`config.mk`:
```
export PLATFORM = sky130hd
export DESIGN_NAME = bfm_ahbtoapb4_bridge_flat
export DESIGN_NICKNAME = d
export VERILOG_FILES = /design/src/rtl/bfm_apb_pkg.sv /design/src/rtl/bfm_ahbtoapb4_bridge_if.sv /design/src/rtl/bfm_apb_slot_decode.sv /design/src/rtl/bfm_ahbtoapb4_bridge.sv /design/src/flat_wrapper.sv
export SDC_FILE = /design/constraint.sdc
export NUM_CORES = 1
export LEC_CHECK = 0
export BUFFER_PORTS_ARGS = -buffer_cell sky130_fd_sc_hd__buf_2
export CORE_MARGIN = 4
export CORE_UTILIZATION = 30
export CTS_BUF_LIST = sky130_fd_sc_hd__clkbuf_8
export DETAILED_ROUTE_END_ITERATION = 10
export GPL_TIMING_DRIVEN = 0
export HOLD_SLACK_MARGIN = 0.03
export SYNTH_ARGS = -nofsm -noshare
export SYNTH_HDL_FRONTEND = slang
export SYNTH_HIERARCHICAL = 1
export SYNTH_SLANG_ARGS = --single-unit
```
`constraint.sdc`:
```
create_clock -name HCLK -period 3.55 [get_ports HCLK]
set_input_delay 0.355 -clock HCLK [delete_from_list [all_inputs] [get_ports HCLK]]
set_output_delay 0.355 -clock HCLK [all_outputs]
set_load 0.005 [all_outputs]
```
`src/rtl/bfm_apb_pkg.sv`:
```
// Shared definitions for the AHB-Lite to APB4 bridge BFM: FSM states,
// AHB transfer codes and the APB4 byte-strobe helper.
package bfm_apb_pkg;

  typedef enum logic [2:0] {
    ST_IDLE,
    ST_SETUP,
    ST_ACCESS,
    ST_ERR1,
    ST_ERR2
  } state_t;

  typedef enum logic [1:0] {
    HTRANS_IDLE   = 2'b00,
    HTRANS_BUSY   = 2'b01,
    HTRANS_NONSEQ = 2'b10,
    HTRANS_SEQ    = 2'b11
  } htrans_t;

  typedef enum logic [2:0] {
    HSIZE_BYTE = 3'b000,
    HSIZE_HALF = 3'b001,
    HSIZE_WORD = 3'b010
  } hsize_t;

  // Reads never assert strobes; sizes above word are rejected before use.
  function automatic logic [3:0] pstrb_gen(input logic       write,
                                           input logic [2:0] size,
                                           input logic [1:0] addr);
    logic [3:0] strb;
    strb = '0;
    if (write) begin
      case (size)
        HSIZE_BYTE: strb = 4'b0001 << addr;
        HSIZE_HALF: strb = 4'b0011 << {addr[1], 1'b0};
        default:    strb = 4'hF;
      endcase
    end
    return strb;
  endfunction

endpackage

```
`src/rtl/bfm_ahbtoapb4_bridge_if.sv`:
```
// AHB-Lite slave side plus APB4 master side of the bridge, grouped in one bundle.
// slave: the bridge's view; master: the surrounding AHB master / APB slaves.
interface bfm_ahbtoapb4_bridge_if #(
  parameter int unsigned NSLOTS = 16,
  parameter int unsigned ADDR_W = 32
);
  logic              HSEL;
  logic              HWRITE;
  logic [31:0]       HADDR;
  logic [31:0]       HWDATA;
  logic [31:0]       HRDATA;
  logic              HREADYIN;
  logic              HREADYOUT;
  logic [1:0]        HTRANS;
  logic [2:0]        HSIZE;
  logic [2:0]        HBURST;
  logic              HMASTLOCK;
  logic [3:0]        HPROT;
  logic              HRESP;
  logic [NSLOTS-1:0] PSEL;
  logic [ADDR_W-1:0] PADDR;
  logic              PWRITE;
  logic              PENABLE;
  logic [31:0]       PWDATA;
  logic [3:0]        PSTRB;
  logic [2:0]        PPROT;
  logic [31:0]       PRDATA;
  logic              PREADY;
  logic              PSLVERR;
  logic [15:0]       ERR_CNT;

  modport slave (
    input  HSEL, HWRITE, HADDR, HWDATA, HREADYIN, HTRANS, HSIZE, HBURST,
           HMASTLOCK, HPROT, PRDATA, PREADY, PSLVERR,
    output HRDATA, HREADYOUT, HRESP, PSEL, PADDR, PWRITE, PENABLE, PWDATA,
           PSTRB, PPROT, ERR_CNT
  );

  modport master (
    output HSEL, HWRITE, HADDR, HWDATA, HREADYIN, HTRANS, HSIZE, HBURST,
           HMASTLOCK, HPROT, PRDATA, PREADY, PSLVERR,
    input  HRDATA, HREADYOUT, HRESP, PSEL, PADDR, PWRITE, PENABLE, PWDATA,
           PSTRB, PPROT, ERR_CNT
  );
endinterface

```
`src/rtl/bfm_apb_slot_decode.sv`:
```
// Decodes the 4-bit slot field of HADDR into a one-hot APB select and
// flags indices that have no slot behind them.
module bfm_apb_slot_decode #(
  parameter int unsigned NSLOTS   = 16,
  parameter int unsigned SLOT_LSB = 24
) (
  input  logic [31:0]       i_haddr,
  output logic [NSLOTS-1:0] o_psel,
  output logic              o_oor
);
  logic [3:0] w_idx;
  logic       w_unused_addr;

  assign w_idx         = i_haddr[SLOT_LSB +: 4];
  assign w_unused_addr = ^i_haddr;

  always_comb begin
    o_psel = '0;
    for (int unsigned i = 0; i < NSLOTS; i++) begin
      o_psel[i] = (w_idx == 4'(i));
    end
  end

  assign o_oor = ({1'b0, w_idx} >= 5'(NSLOTS));

endmodule

```
`src/rtl/bfm_ahbtoapb4_bridge.sv`:
```
// AHB-Lite to APB4 bridge BFM: slot decode, APB4 strobes/protection, two-cycle
// AHB error response, PREADY timeout and a saturating error counter.
module bfm_ahbtoapb4_bridge
  import bfm_apb_pkg::*;
#(
  parameter int          TPD      = 1,
  parameter int unsigned NSLOTS   = 16,
  parameter int unsigned SLOT_LSB = 24,
  parameter int unsigned ADDR_W   = 32,
  parameter int unsigned TIMEOUT  = 256,
  parameter logic        NONSEC   = 1'b1
) (
  input logic                    HCLK,
  input logic                    HRESETN,
  bfm_ahbtoapb4_bridge_if.slave  bus
);
  localparam int unsigned CNT_W = (TIMEOUT > 2) ? $clog2(TIMEOUT) : 1;

  if (NSLOTS < 1 || NSLOTS > 16 || TPD < 0) begin : g_param_check
    $error("bfm_ahbtoapb4_bridge: NSLOTS must be 1..16 and TPD non-negative");
  end

  state_t            r_state, w_next;
  logic [NSLOTS-1:0] r_psel;
  logic [ADDR_W-1:0] r_paddr;
  logic              r_pwrite;
  logic [31:0]       r_pwdata;
  logic [3:0]        r_pstrb;
  logic [2:0]        r_pprot;
  logic [15:0]       r_err_cnt;
  logic [CNT_W-1:0]  r_cnt;

  logic [NSLOTS-1:0] w_dec_psel;
  logic              w_dec_oor;
  logic              w_valid, w_bad, w_take, w_setup_go, w_timeout;
  logic              w_unused;

  bfm_apb_slot_decode #(
    .NSLOTS   (NSLOTS),
    .SLOT_LSB (SLOT_LSB)
  ) u_slot_decode (
    .i_haddr (bus.HADDR),
    .o_psel  (w_dec_psel),
    .o_oor   (w_dec_oor)
  );

  assign w_valid    = bus.HSEL & bus.HREADYIN & bus.HTRANS[1];
  assign w_bad      = w_dec_oor | (bus.HSIZE > HSIZE_WORD);
  assign w_timeout  = (TIMEOUT > 0) && !bus.PREADY && (r_cnt == CNT_W'(TIMEOUT - 1));
  assign w_setup_go = w_take & w_valid & ~w_bad;
  assign w_unused   = ^{bus.HBURST, bus.HMASTLOCK, bus.HPROT[3:2], bus.HTRANS[0], bus.HADDR};

  // w_take marks cycles in which a new AHB address phase may be accepted,
  // letting completion and ERR2 chain straight into the next transfer.
  always_comb begin
    w_next        = r_state;
    w_take        = 1'b0;
    bus.HREADYOUT = 1'b1;
    bus.HRESP     = 1'b0;
    bus.PSEL      = '0;
    bus.PENABLE   = 1'b0;
    bus.PWDATA    = r_pwdata;
    case (r_state)
      ST_IDLE: begin
        w_next = ST_IDLE;
        w_take = 1'b1;
      end
      ST_SETUP: begin
        w_next        = ST_ACCESS;
        bus.HREADYOUT = 1'b0;
        bus.PSEL      = r_psel;
        bus.PWDATA    = bus.HWDATA;
      end
      ST_ACCESS: begin
        bus.HREADYOUT = bus.PREADY & ~bus.PSLVERR;
        bus.PSEL      = r_psel;
        bus.PENABLE   = 1'b1;
        if (bus.PREADY) begin
          if (bus.PSLVERR) begin
            w_next = ST_ERR1;
          end else begin
            w_next = ST_IDLE;
            w_take = 1'b1;
          end
        end else if (w_timeout) begin
          w_next = ST_ERR1;
        end
      end
      ST_ERR1: begin
        w_next        = ST_ERR2;
        bus.HRESP     = 1'b1;
        bus.HREADYOUT = 1'b0;
      end
      ST_ERR2: begin
        w_next    = ST_IDLE;
        w_take    = 1'b1;
        bus.HRESP = 1'b1;
      end
      default: w_next = ST_IDLE;
    endcase
    if (w_take && w_valid) begin
      w_next = w_bad ? ST_ERR1 : ST_SETUP;
    end
  end

  always_ff @(posedge HCLK or negedge HRESETN) begin
    if (!HRESETN) begin
      r_state   <= ST_IDLE;
      r_psel    <= '0;
      r_paddr   <= '0;
      r_pwrite  <= 1'b0;
      r_pwdata  <= '0;
      r_pstrb   <= '0;
      r_pprot   <= '0;
      r_err_cnt <= '0;
      r_cnt     <= '0;
    end else begin
      r_state <= w_next;
      if (w_setup_go) begin
        r_psel   <= w_dec_psel;
        r_paddr  <= bus.HADDR[ADDR_W-1:0];
        r_pwrite <= bus.HWRITE;
        r_pstrb  <= pstrb_gen(bus.HWRITE, bus.HSIZE, bus.HADDR[1:0]);
        r_pprot  <= {~bus.HPROT[0], NONSEC, bus.HPROT[1]};
      end
      if (r_state == ST_SETUP) begin
        r_pwdata <= bus.HWDATA;
        r_cnt    <= '0;
      end else if (r_state == ST_ACCESS && !bus.PREADY) begin
        r_cnt <= r_cnt + CNT_W'(1);
      end
      if (w_next == ST_ERR1 && r_err_cnt != '1) begin
        r_err_cnt <= r_err_cnt + 16'd1;
      end
    end
  end

  assign bus.PADDR   = r_paddr;
  assign bus.PWRITE  = r_pwrite;
  assign bus.PSTRB   = r_pstrb;
  assign bus.PPROT   = r_pprot;
  assign bus.HRDATA  = bus.PRDATA;
  assign bus.ERR_CNT = r_err_cnt;

endmodule

```
`src/flat_wrapper.sv`:
```
// flat-port wrapper written by rule: the top's interface ports become plain ports
module bfm_ahbtoapb4_bridge_flat import bfm_apb_pkg::*;
#(
  parameter int          TPD      = 1,
  parameter int unsigned NSLOTS   = 16,
  parameter int unsigned SLOT_LSB = 24,
  parameter int unsigned ADDR_W   = 32,
  parameter int unsigned TIMEOUT  = 256,
  parameter logic        NONSEC   = 1'b1
)
  (HCLK, HRESETN, bus_HSEL, bus_HWRITE, bus_HADDR, bus_HWDATA, bus_HREADYIN, bus_HTRANS, bus_HSIZE, bus_HBURST, bus_HMASTLOCK, bus_HPROT, bus_PRDATA, bus_PREADY, bus_PSLVERR, bus_HRDATA, bus_HREADYOUT, bus_HRESP, bus_PSEL, bus_PADDR, bus_PWRITE, bus_PENABLE, bus_PWDATA, bus_PSTRB, bus_PPROT, bus_ERR_CNT);
  bfm_ahbtoapb4_bridge_if #(.NSLOTS(NSLOTS), .ADDR_W(ADDR_W)) bus_i ();
  input logic HCLK;
  input logic HRESETN;
  input wire logic [$bits(bus_i.HSEL)-1:0] bus_HSEL;
  input wire logic [$bits(bus_i.HWRITE)-1:0] bus_HWRITE;
  input wire logic [$bits(bus_i.HADDR)-1:0] bus_HADDR;
  input wire logic [$bits(bus_i.HWDATA)-1:0] bus_HWDATA;
  input wire logic [$bits(bus_i.HREADYIN)-1:0] bus_HREADYIN;
  input wire logic [$bits(bus_i.HTRANS)-1:0] bus_HTRANS;
  input wire logic [$bits(bus_i.HSIZE)-1:0] bus_HSIZE;
  input wire logic [$bits(bus_i.HBURST)-1:0] bus_HBURST;
  input wire logic [$bits(bus_i.HMASTLOCK)-1:0] bus_HMASTLOCK;
  input wire logic [$bits(bus_i.HPROT)-1:0] bus_HPROT;
  input wire logic [$bits(bus_i.PRDATA)-1:0] bus_PRDATA;
  input wire logic [$bits(bus_i.PREADY)-1:0] bus_PREADY;
  input wire logic [$bits(bus_i.PSLVERR)-1:0] bus_PSLVERR;
  output wire logic [$bits(bus_i.HRDATA)-1:0] bus_HRDATA;
  output wire logic [$bits(bus_i.HREADYOUT)-1:0] bus_HREADYOUT;
  output wire logic [$bits(bus_i.HRESP)-1:0] bus_HRESP;
  output wire logic [$bits(bus_i.PSEL)-1:0] bus_PSEL;
  output wire logic [$bits(bus_i.PADDR)-1:0] bus_PADDR;
  output wire logic [$bits(bus_i.PWRITE)-1:0] bus_PWRITE;
  output wire logic [$bits(bus_i.PENABLE)-1:0] bus_PENABLE;
  output wire logic [$bits(bus_i.PWDATA)-1:0] bus_PWDATA;
  output wire logic [$bits(bus_i.PSTRB)-1:0] bus_PSTRB;
  output wire logic [$bits(bus_i.PPROT)-1:0] bus_PPROT;
  output wire logic [$bits(bus_i.ERR_CNT)-1:0] bus_ERR_CNT;
  assign bus_i.HSEL = bus_HSEL;
  assign bus_i.HWRITE = bus_HWRITE;
  assign bus_i.HADDR = bus_HADDR;
  assign bus_i.HWDATA = bus_HWDATA;
  assign bus_i.HREADYIN = bus_HREADYIN;
  assign bus_i.HTRANS = bus_HTRANS;
  assign bus_i.HSIZE = bus_HSIZE;
  assign bus_i.HBURST = bus_HBURST;
  assign bus_i.HMASTLOCK = bus_HMASTLOCK;
  assign bus_i.HPROT = bus_HPROT;
  assign bus_i.PRDATA = bus_PRDATA;
  assign bus_i.PREADY = bus_PREADY;
  assign bus_i.PSLVERR = bus_PSLVERR;
  assign bus_HRDATA = bus_i.HRDATA;
  assign bus_HREADYOUT = bus_i.HREADYOUT;
  assign bus_HRESP = bus_i.HRESP;
  assign bus_PSEL = bus_i.PSEL;
  assign bus_PADDR = bus_i.PADDR;
  assign bus_PWRITE = bus_i.PWRITE;
  assign bus_PENABLE = bus_i.PENABLE;
  assign bus_PWDATA = bus_i.PWDATA;
  assign bus_PSTRB = bus_i.PSTRB;
  assign bus_PPROT = bus_i.PPROT;
  assign bus_ERR_CNT = bus_i.ERR_CNT;
  bfm_ahbtoapb4_bridge #(.TPD(TPD), .NSLOTS(NSLOTS), .SLOT_LSB(SLOT_LSB), .ADDR_W(ADDR_W), .TIMEOUT(TIMEOUT), .NONSEC(NONSEC)) u_core (.HCLK(HCLK), .HRESETN(HRESETN), .bus(bus_i));
endmodule
```
==> results by group, run 1 <==
Final layout
  • Area of the multi-input gates: 2070 sq um
  • Nets: 888
  • # fillers: 1785
  • Most frequent cells in the layout: buf_2 (224), nand2_1 (172), dfrtp_1 (115)
  • Area grow syn2layout: 33.9%
  • Commonest non-fill, non-tap cell in the layout: buf_2
  • Layout Utilization: 41.3%
  • Post-layout instance area: 7190 sq um
  • Share of cells above drive strength 1: 43.8%
  • Sequential cell area: 2880 sq um
  • ANT cells: 0

Pwr
  • Peak VDD IR: 0.265 mV
  • Power per Cell Area: 660 nW/um^2
  • Tot Pwr: 4740 uW
  • Switching share of total power: 30.6%
  • Power Internal: 3290 uW
  • P_leak: 0.00383 uW
  • Gate power share: 31.8%
  • Clock power frac: 27.2%
  • Flop pwr share: 41.0%
  • NetSw: 1450 uW

Synth
  • Yosys top cell by area: dfrtp_1
  • Post-synthesis cell count: 534
  • Sequential share of the synthesized area: 53.6%
  • Number of enable flip-flop cells after synthesis: 0
  • Mapped Nets: 652
  • Async S/R FF share, synth: 100%
  • Yosys cell types: 47
  • Mapped cell area: 5370 sq um
  • Syn avg cell area: 10.1 sq um
  • Synth warnings: 6
  • Ys flop type: dfrtp_1
  • Area contributors post-synth: dfrtp_1 (54%), nand2_1 (12%), mux2_2 (7.1%), buf_4 (5.0%), xnor2_1 (2.3%)
  • Top cell type's share of synthesized area: 53.6%
  • Post-synthesis register bit count: 115

Global route
  • Vias in the first global route: 4388
  • Pin count of the biggest net entering global routing: 78
  • Remaining Overflow, GRT: 0
  • Antenna violations before repair: 0
  • First-pass GRT wire length: 21800 microns
  • Total track usage: 13.5%

Timing
  • RSZ-0062 raised after global routing: no
  • Tightest Pin Transition: 0.652 ns
  • Layout Skew: 0.0107 ns
  • Setup-failing EPs final: 0
  • Period utilization: 80.1%
  • Achievable frequency: 351 MHz
  • Fin Setup TNS: 0 ns
  • Min cycle time layout: 2.85 ns
  • Final Max Tran Viols: 0
  • Hold Fails Final Rpt: 0
  • Slew margin rel.: 56.2%

Worst setup path
  • Slowest-stage cell, CP: mux2_2
  • Worst path bufs/invs: 4
  • Worst Setup Path Type: flip-flop to output pin
  • Crit path DAT: 2.49 ns
  • Max incr delay on CP: 0.38 ns
  • Most used cell, CP: buf_2
  • Max FO, Critical Path: 10
  • CP endpoint kind: output pin
  • Cell depth of the worst setup path: 7
  • RR Endpoint: u_core/r_psel[15]$_DFFE_PN0P_
  • Worst-path cell chain: clkbuf_1, nand2b_1, nor2_1, buf_2, buf_2, mux2_2, buf_2
  • Worst Setup SP: u_core/r_state[0]$_DFF_PN0_
  • Reg2reg path depth: 6
  • R2R Path Start: u_core/r_state[2]$_DFF_PN0_
  • Worst EP required: 3.19 ns
  • CP endpoint: bus_PWDATA[26]
  • R2R Setup Slk: 1.37 ns
  • Crit-path leading delay family: buffers and inverters
  • Setup crit start kind: flip-flop

Floorplan
  • Initial Utilization: 30.8%
  • Boundary pin count: 255
  • Chip width: 142 microns
  • Core Region: 17400 sq um
  • Die Ht: 142 microns
  • # rows: 48
  • Die ar.: 20100 sq um

Clock tree
  • Root Driver: clkbuf_8
  • H-tree depth: 4
  • Max Buffers Root-to-Sink: 2
  • Clock latency on the worst-skew pair: 0.44 ns
  • Num CTS Buffers: 17
  • CTS tree: done
  • Clock transition at the registers of the reported paths: 0.06 ns
  • Clock sinks: 115
  • Post-CTS setup buffers: 0

Job
  • Max-Cap Viols: 0

Placed design
  • Area after DPL: 6760 sq um
  • Routability-driven placement congestion ratio: 0.726
  • Post-DP HPWL: 10200 microns
  • Count of input and output buffers: 215

Detailed routing
  • First-pass iteration count of the detailed router: 4
  • Remaining DRCs: 0
  • Drt via density: 4.39
  • DR vias: 4412
  • Routed wire length: 13500 microns
  • Routed Antenna Nets: 0
  • Routed wire per std cell: 13.5 microns
  • Initial drt markers: 167

Status
  • Status: complete, no violations

Min path
  • Hold Crit Class: primary input to flip-flop
## state kept, by name (all words and copies together) (netlist names)
register / flops
u_core/bus.PADDR: 32
u_core/r_pwdata: 32
u_core/bus.ERR_CNT: 16
u_core/r_psel: 16
u_core/r_cnt: 8
u_core/bus.PSTRB: 4
u_core/bus.PPROT: 3
u_core/r_state: 3
u_core/bus.PWRITE: 1
## synth_stat cells (all sizes together), types with 2 or more instances
| cell type | n |
|---|---|
| mux2 | 34 |
| nor3 | 7 |
| buf | 53 |
| inv | 6 |
| and4b | 4 |
| ha | 2 |
| nand3 | 16 |
| nor2b | 17 |
| dfrtp | 115 |
| nor2 | 17 |
| nand4 | 11 |
| and3 | 5 |
| nor4 | 2 |
| nor4b | 4 |
| nand2 | 172 |
| xor2 | 2 |
| mux2i | 2 |
| or3 | 3 |
| or4b | 2 |
| o21ai | 14 |
| a21oi | 4 |
| clkbuf | 4 |
| nand2b | 2 |
| xnor2 | 14 |
| and4 | 2 |
| or2 | 2 |
| and4bb | 5 |
## cells by family after synthesis
logic type / share of synthesized area (%)
buffers and inverters: 7.99
DFF: 53.6
adders and majority gates: 0.466
xor gates and xnor gates: 2.61
other: 0.0698
and+or+nand+nor: 24.8
muxes: 7.50
AOI/OAI and AO/OA: 2.98
## metal layers
metal	up-vias	GRT usage (%)	wire length (microns)
met4	0	3.99	121
met3	10	5.53	1360
met1	2025	17.3	6030
met2	176	21.2	6020
met5	-	0	0
li1	2201	-	-
## power by group through the flow
stage                     logic (uW)  registers, uW  clock network (uW)
after global routing            1710           2000                1400
after floorplan                  805           1960                   0
after global placement          1530           1950                   0
final                           1510           1940                1290
after detailed placement        1560           1960                   0
after CTS                       1560           1950                1350
## worst min-delay path by stage
stage / start / endpoint / slack [ns] / depth (start not counted)
6_report: bus_HPROT[0] / u_core/bus.PPROT[2]$_DFFE_PN0P_ / 0.11 / 2
3_5_place_dp: HRESETN / u_core/bus.ERR_CNT[0]$_DFFE_PN0P_ / 0.30 / 1
5_1_grt: bus_HPROT[0] / u_core/bus.PPROT[2]$_DFFE_PN0P_ / 0.06 / 2
2_1_floorplan: HRESETN / u_core/bus.ERR_CNT[0]$_DFFE_PN0P_ / 0.06 / 0
4_1_cts: bus_HPROT[0] / u_core/bus.PPROT[2]$_DFFE_PN0P_ / 0.07 / 2
3_3_place_gp: u_core/r_psel[6]$_DFFE_PN0P_ / u_core/r_psel[6]$_DFFE_PN0P_ / 0.44 / 2
## stage by stage
| stage | setup WS [ns] | hold slack [ns] | cells |
|---|---|---|---|
| after detailed placement | 1.08 | 0.296 | 975 |
| after floorplan | 1.59 | 0.0594 | 534 |
| after CTS | 0.588 | 0.0666 | 1005 |
| after global placement | 0.596 | 0.443 | 974 |
| after global routing | 0.412 | 0.0631 | 1005 |
| final | 0.705 | 0.107 | 1005 |
## final cells by class
type,count,share of cell area [%]
sequential,115,40.0
clock buffer,23,4.40
buffer,57,5.65
tap,225,3.91
clock inverter,6,1.43
inverter,6,0.313
timing repair buffer,217,15.6
multi-input combinational,356,28.7
## what timing repair did
| action | CTS | global route |
|---|---|---|
| endpoints found under the hold margin | 38 | 0 |
| hold buffers | 1 | 0 |
| resized for setup | 0 | 0 |
Power figures use the tool's default switching activity.
==> run 2, diff against run 1 <==
clock period = 2.75 ns   (was 3.55 ns; I/O delays follow)
==> results by group, run 2 (synthesis results as in run 1) <==
Status
  • Status: complete, no violations (unchanged)

Detailed routing
  • Remaining DRCs: 0 (unchanged)
  • Initial drt markers: 161 (was 167)
  • Routed Antenna Nets: 0 (unchanged)
  • DR vias: 4509 (was 4412)
  • Drt via density: 4.37 (was 4.39)
  • First-pass iteration count of the detailed router: 4 (unchanged)
  • Routed wire length: 13800 microns (was 13500 microns)
  • Routed wire per std cell: 13.4 microns (was 13.5 microns)

Worst setup path
  • Setup crit start kind: flip-flop (unchanged)
  • Worst Setup Path Type: flip-flop to output pin (unchanged)
  • Worst EP required: 2.48 ns (was 3.19 ns)
  • Crit path DAT: 2.27 ns (was 2.49 ns)
  • CP endpoint kind: output pin (unchanged)
  • CP endpoint: bus_PWDATA[15] (was bus_PWDATA[26])
  • Worst Setup SP: u_core/r_state[1]$_DFF_PN0_ (was u_core/r_state[0]$_DFF_PN0_)
  • Max FO, Critical Path: 10 (unchanged)
  • R2R Setup Slk: 0.50 ns (was 1.37 ns)
  • Reg2reg path depth: 6 (unchanged)
  • R2R Path Start: u_core/r_state[0]$_DFF_PN0_ (was u_core/r_state[2]$_DFF_PN0_)
  • RR Endpoint: u_core/r_psel[15]$_DFFE_PN0P_ (unchanged)

Global route
  • Vias in the first global route: 4525 (was 4388)
  • Total track usage: 13.9% (was 13.5%)
  • Antenna violations before repair: 0 (unchanged)
  • First-pass GRT wire length: 22500 microns (was 21800 microns)
  • Pin count of the biggest net entering global routing: 78 (unchanged)
  • Remaining Overflow, GRT: 0 (unchanged)

Placed design
  • Routability-driven placement congestion ratio: 0.726 (unchanged)
  • Post-DP HPWL: 10200 microns (unchanged)
  • Count of input and output buffers: 215 (unchanged)

Timing
  • Tightest Pin Transition: 0.668 ns (was 0.652 ns)
  • Hold slack: 0.0826 ns (was 0.107 ns)
  • Period utilization: 92.6%
  • Fin Setup TNS: 0 ns (unchanged)
  • Final Max Tran Viols: 0 (unchanged)
  • Hold Fails Final Rpt: 0 (unchanged)
  • Achievable frequency: 393 MHz
  • Min cycle time layout: 2.55 ns
  • Slew margin rel.: 55.1% (was 56.2%)
  • Layout Skew: 0.0108 ns (was 0.0107 ns)
  • Setup-failing EPs final: 0 (unchanged)

Clock tree
  • Post-CTS setup buffers: 0 (unchanged)
  • Clock latency on the worst-skew pair: 0.44 ns (about the same)
  • Clock transition at the registers of the reported paths: 0.07 ns (was 0.06 ns)
  • Num CTS Buffers: 17 (unchanged)
  • Max Buffers Root-to-Sink: 2 (unchanged)
  • CTS tree: done (unchanged)
  • Clock sinks: 115 (unchanged)
  • Root Driver: clkbuf_8 (unchanged)
  • H-tree depth: 4 (unchanged)

Final layout
  • Share of cells above drive strength 1: 42.6% (was 43.8%)
  • Most frequent cells in the layout: buf_2 (221), nand2_1 (172), dfrtp_1 (114) (was buf_2 (224), nand2_1 (172), dfrtp_1 (115))
  • Area of the multi-input gates: 2070 sq um (about the same)
  • Commonest non-fill, non-tap cell in the layout: buf_2 (unchanged)
  • Nets: 915 (was 888)
  • Area grow syn2layout: 39.2% (was 33.9%)
  • # fillers: 1751 (was 1785)
  • Sequential cell area: 2880 sq um (about the same)
  • ANT cells: 0 (unchanged)

Pwr
  • P_leak: 0.00395 uW (was 0.00383 uW)
  • Power per Cell Area: 824 nW/um^2 (was 660 nW/um^2)
  • Peak VDD IR: 0.343 mV (was 0.265 mV)

Floorplan
  • # rows: 48 (unchanged)
  • Die Ht: 142 microns (unchanged)
  • Chip width: 142 microns (unchanged)
  • Die ar.: 20100 sq um (unchanged)
  • Core Region: 17400 sq um (unchanged)
  • Boundary pin count: 255 (unchanged)
  • Initial Utilization: 30.8% (unchanged)

Min path
  • Hold Crit Class: primary input to flip-flop (unchanged)

Job
  • Max-Cap Viols: 0 (unchanged)
[run 2: final cells by class]
class	instances	share of cell area (%)
flip-flops and latches	115	38.5
multi-input cells	356	27.6
repair buffers	245	18.7
plain buffers	56	5.49
clock buffers	23	4.23
well taps	225	3.76
clock inverters	6	1.37
inverters	6	0.301
[run 2: timing repair]
| action | CTS | global route |
|---|---|---|
| endpoints found under the setup margin | 24 | 24 |
| hold buffers | 29 | 0 |
| hold endpoints to repair | 66 | 0 |
| resized for setup | 1 | 5 |
[run 2: worst max-delay path, cell delays in order (launching register included)]
cell	delay, ns
dfrtp_1	0.44
nand2b_1	0.19
nor2_1	0.20
buf_1	0.47
mux2_2	0.41
buf_2	0.13
[run 2: per-stage QoR]
stage / std cells / area (sq um) / worst slack (ns) / total power (uW) / util [%]
after floorplan: 534 / 5370 / 0.836 / 3570 / -
after global placement: 974 / 6730 / -0.124 / 4490 / 38.6
after detailed placement: 975 / 6760 / 0.355 / 4550 / 38.8
after CTS: 1032 / 7470 / 0.0442 / 6300 / 42.9
after global routing: 1032 / 7480 / -0.00899 / 6650 / 43.0
final: 1032 / 7480 / 0.204 / 6170 / 43.0
[run 2: per-layer routing]
layer,track usage [%],vias to the layer above,wire length [microns]
li1,-,2255,-
met1,17.8,2062,6140
met2,22.1,182,6260
met3,5.33,10,1300
met4,3.99,0,121
met5,0,-,0
[run 2: worst min path at each step]
stage | cells after the start | to | slack (ns) | from
after floorplan | 0 | u_core/bus.ERR_CNT[0]$_DFFE_PN0P_ | -0.02 | HRESETN
after global placement | 2 | u_core/r_psel[6]$_DFFE_PN0P_ | 0.44 | u_core/r_psel[6]$_DFFE_PN0P_
after detailed placement | 1 | u_core/bus.ERR_CNT[0]$_DFFE_PN0P_ | 0.22 | HRESETN
after CTS | 3 | u_core/bus.PADDR[0]$_DFFE_PN0P_ | 0.05 | bus_HADDR[0]
after global routing | 2 | u_core/r_pwdata[14]$_DFF_PN0_ | 0.05 | bus_HWDATA[14]
final | 3 | u_core/bus.PADDR[0]$_DFFE_PN0P_ | 0.08 | bus_HADDR[0]
[run 2: where the power goes]
| part | internal (uW) | switching (uW) |
|---|---|---|
| registers | 2250 | 275 |
| logic | 1020 | 962 |
| clock network | 1020 | 643 |
==> run 3, diff against run 2 <==
clock period = 2.6 ns   (was 2.75 ns; I/O delays follow)
==> results by group, run 3 (synthesis results as in run 1) <==
Worst setup path
  • Max FO, Critical Path: 10 (unchanged)
  • Setup crit start kind: flip-flop (unchanged)
  • Crit path DAT: 2.17 ns (was 2.27 ns)
  • Worst Setup Path Type: flip-flop to output pin (unchanged)
  • Max incr delay on CP: 0.44 ns (was 0.47 ns)
  • Worst-path cell chain: nand2b_1, nor2_2, buf_4, buf_4, mux2_2, buf_2 (was nand2b_1, nor2_1, buf_1, mux2_2, buf_2)
  • Most used cell, CP: buf_4
  • CP endpoint kind: output pin (unchanged)
  • Worst EP required: 2.34 ns (was 2.48 ns)
  • Slowest-stage cell, CP: dfrtp_1 (was buf_1)

Global route
  • Total track usage: 13.9% (unchanged)
  • Antenna violations before repair: 0 (unchanged)
  • Vias in the first global route: 4518 (was 4525)
  • Remaining Overflow, GRT: 0 (unchanged)
  • Pin count of the biggest net entering global routing: 78 (unchanged)
  • First-pass GRT wire length: 22500 microns (about the same)

Timing
  • Setup-failing EPs final: 0 (unchanged)
  • Slew margin rel.: 55.1% (about the same)
  • Final Max Tran Viols: 0 (unchanged)
  • Tightest Pin Transition: 0.669 ns (was 0.668 ns)
  • Fin worst setup slack: 0.174 ns (was 0.204 ns)
  • Period utilization: 93.3%
  • Min cycle time layout: 2.43 ns
  • Layout Skew: 0.0127 ns (was 0.0108 ns)
  • Achievable frequency: 412 MHz
  • RSZ-0062 raised after global routing: no
  • Hold Fails Final Rpt: 0 (unchanged)

Detailed routing
  • Routed Antenna Nets: 0 (unchanged)
  • Initial drt markers: 167 (was 161)
  • DR vias: 4510 (was 4509)
  • Top Metal Used: met4 (unchanged)
  • Routed wire length: 13800 microns (about the same)
  • Routed met2 length: 6290 microns (was 6260 microns)
  • Routed wire per std cell: 13.4 microns (about the same)
  • First-pass iteration count of the detailed router: 4 (unchanged)
  • Remaining DRCs: 0 (unchanged)
  • Met1 Wirelength: 6110 microns (was 6140 microns)
  • Drt via density: 4.37 (about the same)
  • Routed met3 length: 1310 microns (was 1300 microns)

Final layout
  • Finished Layout Cells: 1032 (unchanged)
  • Post-layout instance area: 7490 sq um (was 7480 sq um)
  • Commonest non-fill, non-tap cell in the layout: buf_2 (unchanged)
  • Area of the multi-input gates: 2070 sq um (about the same)
  • Area grow syn2layout: 39.3% (was 39.2%)
  • Nets: 915 (unchanged)
  • Most frequent cells in the layout: buf_2 (221), nand2_1 (172), dfrtp_1 (114) (unchanged)
  • Sequential cell area: 2880 sq um (unchanged)
  • # fillers: 1753 (was 1751)
  • ANT cells: 0 (unchanged)
  • Share of cells above drive strength 1: 43.0% (was 42.6%)

Clock tree
  • Clock sinks: 115 (unchanged)
  • Clock transition at the registers of the reported paths: 0.07 ns (about the same)
  • Clock latency on the worst-skew pair: 0.44 ns (about the same)
  • Root Driver: clkbuf_8 (unchanged)
  • H-tree depth: 4 (unchanged)
  • Max Buffers Root-to-Sink: 2 (unchanged)
  • Num CTS Buffers: 17 (unchanged)
  • Post-CTS setup buffers: 0 (unchanged)
  • CTS tree: done (unchanged)

Pwr
  • Power per Cell Area: 872 nW/um^2 (was 824 nW/um^2)
  • Peak VDD IR: 0.362 mV (was 0.343 mV)
  • P_leak: 0.00395 uW (about the same)
  • Tot Pwr: 6530 uW (was 6170 uW)

Placed design
  • Count of input and output buffers: 215 (unchanged)
  • Dpl ws: 0.220 ns (was 0.355 ns)
  • Routability-driven placement congestion ratio: 0.726 (unchanged)
  • Post-DP HPWL: 10200 microns (unchanged)
  • Area after DPL: 6760 sq um (unchanged)
  • Placed Cells: 975 (unchanged)

Floorplan
  • Initial Utilization: 30.8% (unchanged)
  • Core Region: 17400 sq um (unchanged)
  • Boundary pin count: 255 (unchanged)
  • Chip width: 142 microns (unchanged)
  • Die Ht: 142 microns (unchanged)
  • # rows: 48 (unchanged)
  • Die ar.: 20100 sq um (unchanged)

Job
  • Max-Cap Viols: 0 (unchanged)

Min path
  • Hold Crit Class: primary input to flip-flop (unchanged)

Status
  • Status: complete, no violations (unchanged)
[run 3: changes by cell type in the layout (fill, tap and decap cells not counted)]
cell / previous run / this run
buf_1: 1 / 0
buf_4: 37 / 39
clkbuf_1: 3 / 2
clkbuf_2: 0 / 2
clkbuf_4: 2 / 0
nor2_1: 16 / 15
nor2_2: 1 / 2
[run 3: metrics by stage]
stage | util [%] | TNS [ns] | hold WS [ns]
after floorplan | - | 0 | -0.0356
after global placement | 38.6 | -28.51 | 0.443
after detailed placement | 38.8 | 0 | 0.201
after CTS | 42.9 | 0 | 0.0330
after global routing | 43.0 | 0 | 0.0389
final | 43.0 | 0 | 0.0667
[run 3: power by group]
part / internal (uW) / switching, uW
Combinational: 1080 / 1020
Sequential: 2380 / 291
Clock: 1080 / 684
[run 3: path summary, 6_finish.rpt]
| path | from | end | slack (ns) | depth (start not counted) |
|---|---|---|---|---|
| worst min-delay path | bus_HADDR[0] | u_core/bus.PADDR[0]$_DFFE_PN0P_ | 0.07 | 3 |
| min in group asynchronous | HRESETN | u_core/bus.ERR_CNT[1]$_DFFE_PN0P_ | 0.30 | 2 |
| worst max register to register | u_core/r_state[0]$_DFF_PN0_ | u_core/r_psel[5]$_DFFE_PN0P_ | 0.34 | 6 |
| max in group asynchronous | HRESETN | u_core/bus.PADDR[24]$_DFFE_PN0P_ | 1.59 | 3 |
| worst min register to register | u_core/r_psel[10]$_DFFE_PN0P_ | u_core/r_psel[10]$_DFFE_PN0P_ | 0.46 | 2 |
| worst max-delay path | u_core/r_state[1]$_DFF_PN0_ | bus_PWDATA[26] | 0.17 | 6 |
[run 3: metal layers]
layer	up-vias	GRT usage, %
met1	2069	17.8
met4	0	3.99
met2	178	22.0
met5	-	0
li1	2253	-
met3	10	5.33
[run 3: critical path, delay by kind of cell (launching register included)]
family / cells / cell delay [ns]
mux: 1 / 0.37
flops: 1 / 0.44
buf+inv: 3 / 0.56
simple gates: 2 / 0.36
[run 3: what timing repair did]
item,in CTS,in global routing
endpoints found under the setup margin,34,34
resized for setup,4,6
hold endpoints to repair,66,0
hold buffers,29,0
[run 3: area by class of cell]
| class | instances | area share [%] |
|---|---|---|
| Clock buffer | 23 | 4.23 |
| Inverter | 6 | 0.301 |
| Sequential cell | 115 | 38.5 |
| Tap cell | 225 | 3.76 |
| Timing Repair Buffer | 245 | 18.7 |
| Buffer | 56 | 5.52 |
| Multi-Input combinational cell | 356 | 27.7 |
| Clock inverter | 6 | 1.37 |
